`src/rtl/prach_tdm_pattern_gen.sv`:
```
// PRACH TDM stimulus generator: emits cfg_len sample periods of NUM_CHN TDM
// beats on an Avalon-ST style bus, placing a mode-dependent pattern on the
// selected channel slot of the masked antenna lanes.
module prach_tdm_pattern_gen #(
  parameter int unsigned NUM_ANT = 8,
  parameter int unsigned NUM_CHN = 4,
  parameter int unsigned DW      = 32,
  parameter int unsigned CHN_W   = 8
) (
  input  logic                  clk_jesd,
  input  logic                  rst_jesd_n,
  input  logic                  start,
  input  logic [1:0]            cfg_mode,
  input  logic [15:0]           cfg_len,
  input  logic [NUM_ANT-1:0]    cfg_ant_mask,
  input  logic [CHN_W-1:0]      cfg_chn_sel,
  input  logic [DW-1:0]         cfg_amp,
  input  logic [15:0]           cfg_sync_dly,
  output logic                  busy,
  output logic                  done,
  output logic [NUM_ANT*DW-1:0] avst_source_data,
  output logic                  avst_source_valid,
  output logic [CHN_W-1:0]      avst_source_channel,
  output logic                  sync_out
);

  localparam int unsigned HW = DW / 2;

  typedef enum logic [1:0] {S_IDLE, S_RUN, S_DONE} state_t;
  typedef enum logic [1:0] {M_ZERO, M_IMPULSE, M_CONST, M_RAMP} mode_t;

  state_t               r_state, w_state_nxt;
  mode_t                r_mode, w_mode;
  logic [15:0]          r_len;
  logic [NUM_ANT-1:0]   r_mask, w_mask;
  logic [CHN_W-1:0]     r_sel, w_sel;
  logic [DW-1:0]        r_amp, w_amp;
  logic [15:0]          r_sync_dly, w_sync_dly;

  logic [CHN_W-1:0]     r_chn, w_chn_nxt;
  logic [15:0]          r_smp, w_smp_nxt;
  logic [31:0]          r_beat, w_beat_nxt;

  logic                 r_busy, r_done, r_valid, r_sync;
  logic [NUM_ANT*DW-1:0] r_data, w_data;
  logic                 w_valid_nxt, w_sync;
  logic [DW-1:0]        w_lane;
  logic                 w_accept, w_wrap, w_last;

  assign w_accept = (r_state == S_IDLE) && start;
  assign w_wrap   = (r_chn == CHN_W'(NUM_CHN - 1));
  assign w_last   = w_wrap && (r_smp == r_len - 16'd1);

  // On the accepting cycle the latched config is not yet loaded, so beat 0 is
  // built from the live cfg inputs; afterwards only the latched copy is used.
  assign w_mode     = w_accept ? mode_t'(cfg_mode) : r_mode;
  assign w_mask     = w_accept ? cfg_ant_mask      : r_mask;
  assign w_sel      = w_accept ? cfg_chn_sel       : r_sel;
  assign w_amp      = w_accept ? cfg_amp           : r_amp;
  assign w_sync_dly = w_accept ? cfg_sync_dly      : r_sync_dly;

  // Next state and next beat position (counters idle at zero outside RUN)
  always_comb begin
    w_state_nxt = r_state;
    w_valid_nxt = 1'b0;
    w_chn_nxt   = '0;
    w_smp_nxt   = '0;
    w_beat_nxt  = '0;
    unique case (r_state)
      S_IDLE: begin
        if (start) begin
          if (cfg_len == 16'd0) begin
            w_state_nxt = S_DONE;
          end else begin
            w_state_nxt = S_RUN;
            w_valid_nxt = 1'b1;
          end
        end
      end
      S_RUN: begin
        if (w_last) begin
          w_state_nxt = S_DONE;
        end else begin
          w_valid_nxt = 1'b1;
          w_beat_nxt  = r_beat + 32'd1;
          if (w_wrap) begin
            w_smp_nxt = r_smp + 16'd1;
          end else begin
            w_chn_nxt = r_chn + CHN_W'(1);
            w_smp_nxt = r_smp;
          end
        end
      end
      S_DONE:  w_state_nxt = S_IDLE;
      default: w_state_nxt = S_IDLE;
    endcase
  end

  // Lane pattern and sync flag for the beat about to be registered
  always_comb begin
    unique case (w_mode)
      M_ZERO:    w_lane = '0;
      M_IMPULSE: w_lane = (w_smp_nxt == 16'd0) ? w_amp : '0;
      M_CONST:   w_lane = w_amp;
      M_RAMP:    w_lane = {HW'(w_smp_nxt), HW'(w_smp_nxt)};
      default:   w_lane = '0;
    endcase
    w_data = '0;
    w_sync = 1'b0;
    if (w_valid_nxt) begin
      w_sync = (w_beat_nxt == {16'd0, w_sync_dly});
      for (int unsigned a = 0; a < NUM_ANT; a++) begin
        if (w_mask[a] && (w_chn_nxt == w_sel)) begin
          w_data[NUM_ANT*DW-1-DW*a -: DW] = w_lane;
        end
      end
    end
  end

  // State, config latch, counters and registered outputs
  always_ff @(posedge clk_jesd) begin
    if (!rst_jesd_n) begin
      r_state    <= S_IDLE;
      r_mode     <= M_ZERO;
      r_len      <= '0;
      r_mask     <= '0;
      r_sel      <= '0;
      r_amp      <= '0;
      r_sync_dly <= '0;
      r_chn      <= '0;
      r_smp      <= '0;
      r_beat     <= '0;
      r_busy     <= 1'b0;
      r_done     <= 1'b0;
      r_valid    <= 1'b0;
      r_sync     <= 1'b0;
      r_data     <= '0;
    end else begin
      r_state <= w_state_nxt;
      if (w_accept) begin
        r_mode     <= mode_t'(cfg_mode);
        r_len      <= cfg_len;
        r_mask     <= cfg_ant_mask;
        r_sel      <= cfg_chn_sel;
        r_amp      <= cfg_amp;
        r_sync_dly <= cfg_sync_dly;
      end
      r_chn   <= w_chn_nxt;
      r_smp   <= w_smp_nxt;
      r_beat  <= w_beat_nxt;
      r_busy  <= (w_state_nxt == S_RUN);
      r_done  <= (w_state_nxt == S_DONE);
      r_valid <= w_valid_nxt;
      r_sync  <= w_sync;
      r_data  <= w_data;
    end
  end

  assign busy                = r_busy;
  assign done                = r_done;
  assign avst_source_valid   = r_valid;
  assign avst_source_channel = r_chn;
  assign avst_source_data    = r_data;
  assign sync_out            = r_sync;

endmodule

```
`config.mk`:
```
export PLATFORM = sky130hd
export DESIGN_NAME = prach_tdm_pattern_gen
export DESIGN_NICKNAME = d
export VERILOG_FILES = /design/src/rtl/prach_tdm_pattern_gen.sv
export SDC_FILE = /design/constraint.sdc
export NUM_CORES = 1
export LEC_CHECK = 0
export ABC_CLOCK_PERIOD_IN_PS = 6950
export CELL_PAD_IN_SITES_DETAIL_PLACEMENT = 0
export CELL_PAD_IN_SITES_GLOBAL_PLACEMENT = 1
export CORE_AREA = 10 10 314 165
export CTS_CLUSTER_SIZE = 10
export DETAILED_ROUTE_END_ITERATION = 10
export DIE_AREA = 0 0 324 175
export PLACE_DENSITY = 0.71
export SLEW_MARGIN = 20
export SYNTH_ARGS = -nofsm -noshare
export SYNTH_HDL_FRONTEND = slang
export SYNTH_SLANG_ARGS = --single-unit
```
`constraint.sdc`:
```
create_clock -name clk_jesd -period 6.95 [get_ports clk_jesd]
set_input_delay 2.085 -clock clk_jesd [delete_from_list [all_inputs] [get_ports clk_jesd]]
set_output_delay 2.085 -clock clk_jesd [all_outputs]
set_load 0.1 [all_outputs]
```
* Word-level counts from Yosys, hierarchy flattened
Cells that the tools add are included.
** Storage, ports and cells
- Register bits after elaboration :: 400
** Operators by class
- Reductions and logical operators :: 23
- Equal/unequal tests :: 10
- Add/sub/neg operators :: 4
- Muxes and demuxes :: 23
** Operators with widths (count)
- $mux 32 :: 4
- $pmux 32 s4 :: 1
- $mux 16 :: 4
- $mux 8 :: 5
- $add 32x1->32 const B :: 1
- $eq 32x16->1 :: 1
- $logic_not 16->1 :: 2
- $reduce_and 3->1 :: 8
- $add 16x1->16 const B :: 1
- $eq 16x16->1 :: 1
- $sub 16x1->16 const B :: 1
- $logic_and 1x1->1 :: 10
- $add 8x1->8 const B :: 1
- $eq 8x2->1 const B :: 1
- $eq 8x8->1 :: 1
- $mux 2 :: 4
- $eq 2x1->1 const B :: 3
- $eq 2x2->1 const B :: 3
- $logic_not 2->1 :: 2
- $pmux 2 s2 :: 1
- $mux 1 :: 3
- $pmux 1 s2 :: 1
- $reduce_and 2->1 :: 1

* Depth between registers and ports, before layout
Gate-level depths: netlist (run 1).
- Depth in word-level cells :: 8
- Depth in mapped cells :: 13
- Gate-level depth less buffers :: 11

* Worst setup path after synthesis (run 1)
No wires, ideal clock.
- Kind :: input -> register
- Start point :: in start
- End point :: reg r_data[233] (netlist: avst_source_data[233])
- Slack :: 2.510 ns
- Data required time :: 6.884 ns
- Path buffers :: 2
- Arrival :: 4.374 ns
- Setup time :: 0.066 ns
- Cell stages on the path :: 10
- Path through :: nor3b_2 buf_4 mux2i_1 xnor2_1 a2111oi_0 o211ai_1 a221oi_2 nand2_1 buf_2 nor2_1
** On the way
- Word-level cells in the longest chain between the ends :: 5
** RTL lines
- from (decl) :: RTL line 12 : input logic start,
- $logic_and 1x1->1 :: RTL line 50 : assign w_accept = (r_state == S_IDLE) && start;
- $mux 8
- $eq 8x8->1 :: RTL line 113 : if (w_mask[a] && (w_chn_nxt == w_sel)) begin
- $logic_and 1x1->1 :: RTL line 113
- $reduce_and 3->1 (no source line)
- to (signal assigned) :: RTL line 155 : r_data <= w_data;
- to (decl) :: RTL line 45 : logic [NUM_ANT*DW-1:0] r_data, w_data;
Several ways; a longest one is shown, not always the timed one.
A chain may end at the register's enable or synchronous reset.

* Worst setup path after layout (run 1)
- Start point :: in start
- End point :: reg r_data[81] (netlist: avst_source_data[81])
The elaborated chain is that of the path after synthesis.

==> results.json, run 1 <==
{
  "power_density_nw_per_um2": 255.6,
  "dp_hpwl_um": 38070,
  "vias_per_cell": 4.731,
  "design_area_um2": 19110,
  "die_h_um": 175,
  "post_drt_wl_per_cell_um": 20.96,
  "syn_area_per_cell_um2": 9.575,
  "drtAntennaViolNets": 0,
  "synthesis.nets": 1523,
  "drv_slew": 0,
  "async_reset_ff_share_pct": 0,
  "cp-end-kind": "flip-flop",
  "numPortBuffers": 352,
  "synthTopCellsByArea": "dfxtp_1 58%, nor2_1 11%, mux2i_1 4.5%",
  "final_core_util_pct": 41.33,
  "die-area_um2": 56700,
  "tightest_slew_ns": 1.087,
  "drv_cap": 0,
  "ys_ff_latch": 400,
  "rrSetupSlack_ns": 2.57,
  "status": "finished, final reports clean",
  "yosysMostFrequentCell": "dfxtp_1",
  "wirelength_um": 50230,
  "setup_violations": 0,
  "crit_fanout": 44,
  "crit_type": "in -> reg",
  "clockBufferDepth": 3,
  "synthTopCellsByCount": "400 x dfxtp_1, 392 x nor2_1, 93 x nand2_1",
  "antenna_found_initial": 2,
  "coreArea_um2": 46240,
  "irDropWorstVdd_mv": 0.1779,
  "fin_skew_ns": 0.01661,
  "grt_first_pass_wirelength_um": 74310,
  "grt_pass1_vias": 11280,
  "r2r_cells": 11,
  "hold_viol": 0,
  "gp_congestion": 0.8744,
  "placed_cell_area_um2": 17850,
  "finalCriticalPeriod_ns": 5.480,
  "syn_inst": 1434,
  "max_freq_mhz": 182.5,
  "num_vias": 11340,
  "syn_to_final_growth_pct": 39.19,
  "ctsResizeCount": 0,
  "synth_cell_types": 72,
  "ctsHoldBuffers": 0,
  "h-tree-depth": 2,
  "synth_edf_count": 0,
  "total_power_mw": 4.884,
  "cts_tree": "done",
  "multi_input_area_um2": 5363,
  "critPathArrivalTime_ns": 5.90,
  "synthesis.area_um2": 13730,
  "hold_ws_ns": 0.4645,
  "drive_above_1_share_pct": 5.938,
  "ys.flop_type": "dfxtp_1",
  "nNetsFinal": 1868,
  "io_pins": 353,
  "maxSlewHeadroom_pct": 27.29,
  "setup_ws_ns": 1.470,
  "min_path_type": "reg -> reg",
  "yosysWarnings": 0,
  "finalNonFillerCells": 2396,
  "worstPathRequired_ns": 7.37,
  "clock-sinks": 400,
  "dp_cells": 2340,
  "seq_area_um2": 8008,
  "clk_latency_ns": 0.56,
  "num_rows": 56,
  "yosys.area.top_type": "dfxtp_1",
  "start_kind": "input port",
  "ys_seq_area_share_pct": 58.32,
  "grt_usage_pct": 17.02,
  "post_cts.repair.setup_buffers": 0,
  "fillers": 4554,
  "finalCritPeriodShare_pct": 78.85,
  "numCtsBuffers": 46,
  "clkTransAtPathRegs_ns": 0.06,
  "drc": 0,
  "grt.overflow.total": 0,
  "tns_ns": 0,
  "die_w_um": 324,
  "place_ws_ns": 0.8917,
  "rsz0062_at_grt": "no",
  "first_iter_violations": 825,
  "hold_depth": 2,
  "leakage_nw": 6.809,
  "grt_max_degree": 53,
  "first_pass_iters": 5,
  "synth_top_area_share_pct": 58.32,
  "root_buffer": "clkbuf_16",
  "initial_core_util_pct": 29.69
}
==> layer usage <==
layer | global-route usage [%] | up-vias | share of wire (%)
li1 | - | 5440 | -
met5 | 0 | - | 0
met4 | 3.276 | 0 | 1.3
met2 | 25.91 | 346 | 44
met1 | 23.77 | 5498 | 47
met3 | 4.647 | 51 | 7.6
==> logic make-up after synthesis <==
| family | Yosys count | share of synthesized area, % |
|---|---|---|
| compound gates | 128 | 6.616 |
| mux | 64 | 4.684 |
| buf+inv | 86 | 2.770 |
| simple gates | 671 | 22.08 |
| fa+ha+maj | 4 | 0.3645 |
| flops | 400 | 58.32 |
| xor+xnor | 81 | 5.167 |
==> placed cells by master (no fill, tap or decap), types with 5 or more instances in the layout <==
cell	n
dfxtp_1	400
nor2_1	392
clkdlybuf4s50_1	352
nand2_1	93
mux2i_1	62
xnor2_1	47
clkbuf_16	46
a21oi_1	36
xor2_1	34
nand3_1	32
o21a_1	26
and3_1	24
buf_4	21
nor3_1	19
nand4_1	19
nor4_1	17
or2_2	15
o21ai_0	13
o22a_1	10
inv_1	9
nor3b_1	9
and4_1	8
nor2b_1	7
or3_1	5
nand2b_1	5
==> state kept, by name, indices dropped and copies added, names as in the netlist <==
| name | cells |
|---|---|
| r_beat | 32 |
| r_amp | 32 |
| r_len | 16 |
| avst_source_channel | 8 |
| sync_out | 1 |
| r_smp | 16 |
| r_mask | 8 |
| r_sel | 8 |
| avst_source_data | 256 |
| done | 1 |
| r_sync_dly | 16 |
| avst_source_valid | 1 |
| r_mode | 2 |
| r_state | 2 |
| busy | 1 |
==> path summary, 6_finish.rpt <==
kind	from	end
min reg2reg	r_mask[6]	r_mask[6]
min	r_mask[6]	r_mask[6]
max reg2reg	avst_source_channel[0]	avst_source_data[81]
max	start	avst_source_data[81]
==> critical path: stages <==
cell and delay (ns):
clkdlybuf4s50_1 0.51, nor3b_4 0.58, buf_4 0.60, o21ai_0 0.29
a211oi_4 0.89, buf_4 0.36, o21a_1 0.42, nor2_1 0.10
==> final cells by class <==
type	instances	share of cell area, %
flip-flops and latches	400	41.90
repair buffers	373	19.26
clock inverters	5	0.4910
clock buffers	49	6.082
inverters	10	0.1964
diodes	2	0.02619
multi-input cells	948	28.06
well taps	609	3.987
==> where the power goes <==
| part | switching (mW) | internal, mW | total, mW |
|---|---|---|---|
| clock | 0.926 | 1.22 | 2.15 |
| sequential | 0.0227 | 2.33 | 2.35 |
| combinational | 0.236 | 0.148 | 0.384 |
No activity file was read; power rests on OpenSTA's default activity.
==> inputs of run 2 (changes only) <==
--- a/config.mk
+++ b/config.mk
@@ -5,7 +5,7 @@
 export SDC_FILE = /design/constraint.sdc
 export NUM_CORES = 1
 export LEC_CHECK = 0
-export ABC_CLOCK_PERIOD_IN_PS = 6950
+export ABC_CLOCK_PERIOD_IN_PS = 5600
 export CELL_PAD_IN_SITES_DETAIL_PLACEMENT = 0
 export CELL_PAD_IN_SITES_GLOBAL_PLACEMENT = 1
 export CORE_AREA = 10 10 314 165
==> constraint.sdc (replaced) <==
create_clock -name clk_jesd -period 5.6 [get_ports clk_jesd]
set_input_delay 1.68 -clock clk_jesd [delete_from_list [all_inputs] [get_ports clk_jesd]]
set_output_delay 1.68 -clock clk_jesd [all_outputs]
set_load 0.1 [all_outputs]
==> run 2 against run 1 <==
Sequential power grew 24%. Clock power grew 22%. Routed wire length grew 0.37%. Highest routed layer unchanged. Core utilization grew 0.084 points. Register-to-register slack lost 1.3 ns. Via count shrank 0.57%. Clock-buffer cell count grew 1.
==> results.json, run 2 (synthesis results as in run 1) <==
{
  "fin_skew_ns": 0.01916,
  "mostFrequentLayoutCell": "dfxtp_1",
  "grt.overflow.total": 0,
  "wirelength_um": 50420,
  "drv_slew": 0,
  "initial_core_util_pct": 29.69,
  "rsz0062_at_grt": "no",
  "hold_depth": 2,
  "ctsResizeCount": 0,
  "vias_per_cell": 4.686,
  "min_path_type": "reg -> reg",
  "reg2reg_to": "avst_source_data[109]",
  "post_cts.repair.setup_buffers": 0,
  "status": "finished, final reports clean",
  "clk_latency_ns": 0.56,
  "coreArea_um2": 46240,
  "grt_max_degree": 39,
  "maxSlewHeadroom_pct": 26.49,
  "first_iter_violations": 709,
  "critPathArrivalTime_ns": 4.93,
  "leakage_nw": 6.837,
  "numPortBuffers": 352,
  "total_power_mw": 6.036,
  "power_density_nw_per_um2": 315.2,
  "nNetsFinal": 1876,
  "num_rows": 56,
  "ctsHoldBuffers": 0,
  "finalCriticalPeriod_ns": 4.455,
  "root_buffer": "clkbuf_16",
  "cp-end-kind": "flip-flop",
  "rrSetupSlack_ns": 1.31,
  "die_w_um": 324,
  "post_drt_wl_per_cell_um": 20.96,
  "die-area_um2": 56700,
  "tns_ns": 0,
  "numCtsBuffers": 46,
  "drc": 0,
  "drv_cap": 0,
  "die_h_um": 175,
  "seq_area_um2": 8008,
  "crit_fanout": 31,
  "antenna_found_initial": 2,
  "place_ws_ns": 0.5998,
  "setup_violations": 0,
  "irDropWorstVdd_mv": 0.2209,
  "first_pass_iters": 5,
  "start_kind": "input port",
  "dp_hpwl_um": 38330,
  "gp_congestion": 0.8861,
  "clockBufferDepth": 3,
  "r2r_start": "avst_source_channel[0]",
  "grt_usage_pct": 17.19,
  "clock-sinks": 400,
  "h-tree-depth": 2,
  "io_pins": 353,
  "grt_first_pass_wirelength_um": 74470,
  "setup_ws_ns": 1.145,
  "largest_reg_flops": 256,
  "drive_above_1_share_pct": 6.355,
  "syn_to_final_growth_pct": 39.48,
  "tightest_slew_ns": 1.099,
  "finalCritPeriodShare_pct": 79.55,
  "cts_tree": "done",
  "drtAntennaViolNets": 0,
  "finalNonFillerCells": 2405,
  "r2r_cells": 11,
  "num_vias": 11270,
  "max_freq_mhz": 224.5,
  "grt_pass1_vias": 11210,
  "fillers": 4488,
  "hold_viol": 0,
  "worstPathRequired_ns": 6.08,
  "dp_cells": 2348,
  "crit_type": "in -> reg",
  "holdPathEnd": "r_mask[7]",
  "layout_common_cells": "400 x dfxtp_1, 392 x nor2_1, 352 x clkdlybuf4s50_1",
  "multi_input_area_um2": 5363,
  "clkTransAtPathRegs_ns": 0.06,
  "hold_path.startpoint": "r_mask[7]"
}
==> run 2: cell count changes in the layout (fill, tap and decap cells not counted), sizes merged <==
cell    before  now
buf         21   29
clkinv       2    3
bufinv       1    0
clkbuf      49   50
==> run 2: how the worst max path moves through the flow <==
| stage | startpoint | endpoint | cells after the start |
|---|---|---|---|
| 2_1_floorplan | start | avst_source_data[233] | 10 |
| 3_3_place_gp | start | avst_source_data[241] | 12 |
| 3_5_place_dp | start | avst_source_data[51] | 12 |
| 4_1_cts | start | avst_source_data[51] | 12 |
| 5_1_grt | start | avst_source_data[48] | 12 |
| 6_report | start | avst_source_data[78] | 12 |
==> run 2: per-stage QoR <==
step	utilization (%)	hold slack, ns	instance area (µm²)
after global placement	38.73	0.4575	17910
after CTS	41.40	0.4682	19150
after global routing	41.41	0.4905	19150
after floorplan	-	0.4395	13730
final	41.41	0.4658	19150
after detailed placement	38.73	0.4574	17910
==> run 2: cell type report <==
type / instances / share of cell area (%)
multi-input cells: 948 / 28.00
inverters: 10 / 0.1960
clock buffers: 50 / 6.089
clock inverters: 5 / 0.3593
well taps: 609 / 3.979
diodes: 2 / 0.02613
repair buffers: 381 / 19.53
flip-flops and latches: 400 / 41.81
==> run 2: where the power goes <==
group	switching [mW]	internal (mW)	leakage, nW
clock network	1.16	1.47	0.605
logic	0.293	0.189	3.00
registers	0.0283	2.89	3.23
total	1.48	4.55	6.84
==> run 2: critical path, stage by stage <==
cell and delay (ns):
clkdlybuf4s50_1 0.49, nor3b_4 0.53, mux2_2 0.44, nor2_1 0.10, a22oi_1 0.09, a2111oi_0 0.42, o211ai_1 0.19, a221oi_2 0.22
buf_4 0.20, nand2_1 0.08, buf_4 0.26, nor2_1 0.16
==> run 2: routing by layer <==
layer,wire [µm],part of all wire (%),GRT usage [%]
met5,0,0,0
met4,1050,2.1,4.114
met3,4043,8.0,5.097
met2,21190,42,25.43
met1,24130,48,24.07
==> inputs of run 3 (changes only) <==
--- a/config.mk
+++ b/config.mk
@@ -5,7 +5,7 @@
 export SDC_FILE = /design/constraint.sdc
 export NUM_CORES = 1
 export LEC_CHECK = 0
-export ABC_CLOCK_PERIOD_IN_PS = 5600
+export ABC_CLOCK_PERIOD_IN_PS = 4300
 export CELL_PAD_IN_SITES_DETAIL_PLACEMENT = 0
 export CELL_PAD_IN_SITES_GLOBAL_PLACEMENT = 1
 export CORE_AREA = 10 10 314 165
==> constraint.sdc (replaced) <==
create_clock -name clk_jesd -period 4.3 [get_ports clk_jesd]
set_input_delay 1.29 -clock clk_jesd [delete_from_list [all_inputs] [get_ports clk_jesd]]
set_output_delay 1.29 -clock clk_jesd [all_outputs]
set_load 0.1 [all_outputs]
==> run 3 against run 2 <==
Global-route usage rose by 0.35 points. Sequential share of layout area decreased by 1.2 points. Core utilization up 1.2 points. Setup slack worse by 0.89 ns. Routed wire length rose by 1.8%. Cell count grew 1.4%. Total power rose by 31%. Sequential cell count stayed put. Non-clock buffer count rose by 37. Via count grew 1.5%. Register-to-register slack got worse by 1.1 ns. Largest cell class unchanged.
==> results.json, run 3 (synthesis results as in run 1) <==
{
  "vias_per_cell": 4.692,
  "die-area_um2": 56700,
  "h-tree-depth": 2,
  "layout_common_cells": "400 x dfxtp_1, 392 x nor2_1, 348 x clkdlybuf4s50_1",
  "hold_viol": 0,
  "finalCritPeriodShare_pct": 94.15,
  "cpMaxStageDelayCell": "nor3b_1",
  "crit_type": "reg -> reg",
  "coreArea_um2": 46240,
  "num_rows": 56,
  "wirelength_um": 51340,
  "grt_first_pass_wirelength_um": 76000,
  "max_freq_mhz": 247.0,
  "post_cts.repair.setup_buffers": 0,
  "fin_skew_ns": 0.01387,
  "place_ws_ns": -0.1536,
  "ctsHoldBuffers": 0,
  "placed_cell_area_um2": 18480,
  "irDropWorstVdd_mv": 0.3438,
  "rsz0062_at_grt": "no",
  "crit_fanout": 32,
  "dp_hpwl_um": 38990,
  "clock-sinks": 400,
  "cts_tree": "done",
  "min_path_type": "reg -> reg",
  "tightest_slew_ns": 1.089,
  "ctsResizeCount": 0,
  "die_w_um": 324,
  "leakage_nw": 7.151,
  "maxSlewHeadroom_pct": 27.15,
  "nNetsFinal": 1913,
  "drv_cap": 0,
  "gp_congestion": 0.8736,
  "cp-end-kind": "flip-flop",
  "design_area_um2": 19700,
  "clockBufferDepth": 3,
  "grt_pass1_vias": 11390,
  "root_buffer": "clkbuf_16",
  "drv_slew": 0,
  "fillers": 4439,
  "clkTransAtPathRegs_ns": 0.06,
  "crit_family": "simple AND/OR/NAND/NOR gates",
  "crit_path_max_incr_delay_ns": 0.64,
  "drive_above_1_share_pct": 8.425,
  "first_pass_iters": 5,
  "hold_depth": 2,
  "hold_path.startpoint": "r_mask[1]",
  "initial_core_util_pct": 29.69,
  "critPathArrivalTime_ns": 4.45,
  "die_h_um": 175,
  "power_density_nw_per_um2": 400.7,
  "r2r_start": "r_smp[0]",
  "rrSetupSlack_ns": 0.25,
  "grt_max_degree": 89,
  "r2r_cells": 11,
  "antenna_found_initial": 2,
  "reg2reg_to": "avst_source_data[55]",
  "io_pins": 353,
  "finalCriticalPeriod_ns": 4.048,
  "numCtsBuffers": 46,
  "drtAntennaViolNets": 0,
  "grt.overflow.total": 0,
  "cp.buffers_inverters": 1,
  "num_vias": 11440,
  "tns_ns": 0,
  "grt_usage_pct": 17.53,
  "status": "finished, final reports clean",
  "worstPathRequired_ns": 4.71,
  "worstPathCellList": "ha_1, and4bb_2, nand3_1, nor3b_1, nor4_1, o221ai_1, o211ai_1, a211oi_4, buf_12, o21a_1, nor2_1",
  "start_kind": "flip-flop",
  "mostFrequentLayoutCell": "dfxtp_1",
  "largest_reg_flops": 256,
  "setup_ws_ns": 0.2516,
  "first_iter_violations": 860,
  "dp_cells": 2385,
  "drc": 0,
  "syn_to_final_growth_pct": 43.48,
  "clk_latency_ns": 0.55,
  "setup_violations": 0,
  "post_drt_wl_per_cell_um": 21.05,
  "holdPathEnd": "r_mask[1]",
  "finalNonFillerCells": 2439,
  "numPortBuffers": 352
}
run 3: worst register-to-register path: stages (launching register included):
cell and delay (ns):
dfxtp_1 0.44, ha_1 0.35, and4bb_2 0.43, nand3_1 0.32, nor3b_1 0.65, nor4_1 0.10, o221ai_1 0.27, o211ai_1 0.17
a211oi_4 0.30, buf_12 0.23, o21a_1 0.51, nor2_1 0.13
run 3: metal layers:
layer	global-route usage, %	vias to the layer above	share of wire (%)
met2	25.78	350	42
li1	-	5522	-
met5	0	-	0
met3	5.005	56	8.1
met4	3.333	0	1.4
met1	25.11	5516	48
run 3: layout make-up:
cell class                 instances  area (µm²)  area share (%)
antenna                            2       5.005         0.02540
timing repair buffer             418        4309           21.87
inverter                          10       37.54          0.1905
multi-input combinational        948        5363           27.22
clock buffer                      49        1172           5.951
clock inverter                     3       45.04          0.2286
sequential                       400        8008           40.65
tap                              609       762.0           3.868
run 3: how the worst max path moves through the flow:
stage	startpoint	endpoint	cells after the start
2_1_floorplan	start	avst_source_data[233]	10
3_3_place_gp	start	avst_source_data[208]	12
3_5_place_dp	start	avst_source_data[52]	12
4_1_cts	r_smp[0]	avst_source_data[55]	11
5_1_grt	r_smp[0]	avst_source_data[55]	11
6_report	r_smp[0]	avst_source_data[55]	11
run 3: report_power, final:
part	internal [mW]	switching [mW]
clock	1.92	1.46
combinational	0.304	0.404
sequential	3.77	0.0357
run 3: metrics by stage:
stage          hold slack (ns)  power, mW  util [%]
2_1_floorplan           0.4395      4.268         -
3_3_place_gp            0.4565      4.577     39.96
3_5_place_dp            0.4573      4.588     39.96
4_1_cts                 0.4670      7.981     42.59
5_1_grt                 0.4893      8.197     42.60
6_report                0.4652      7.894     42.60
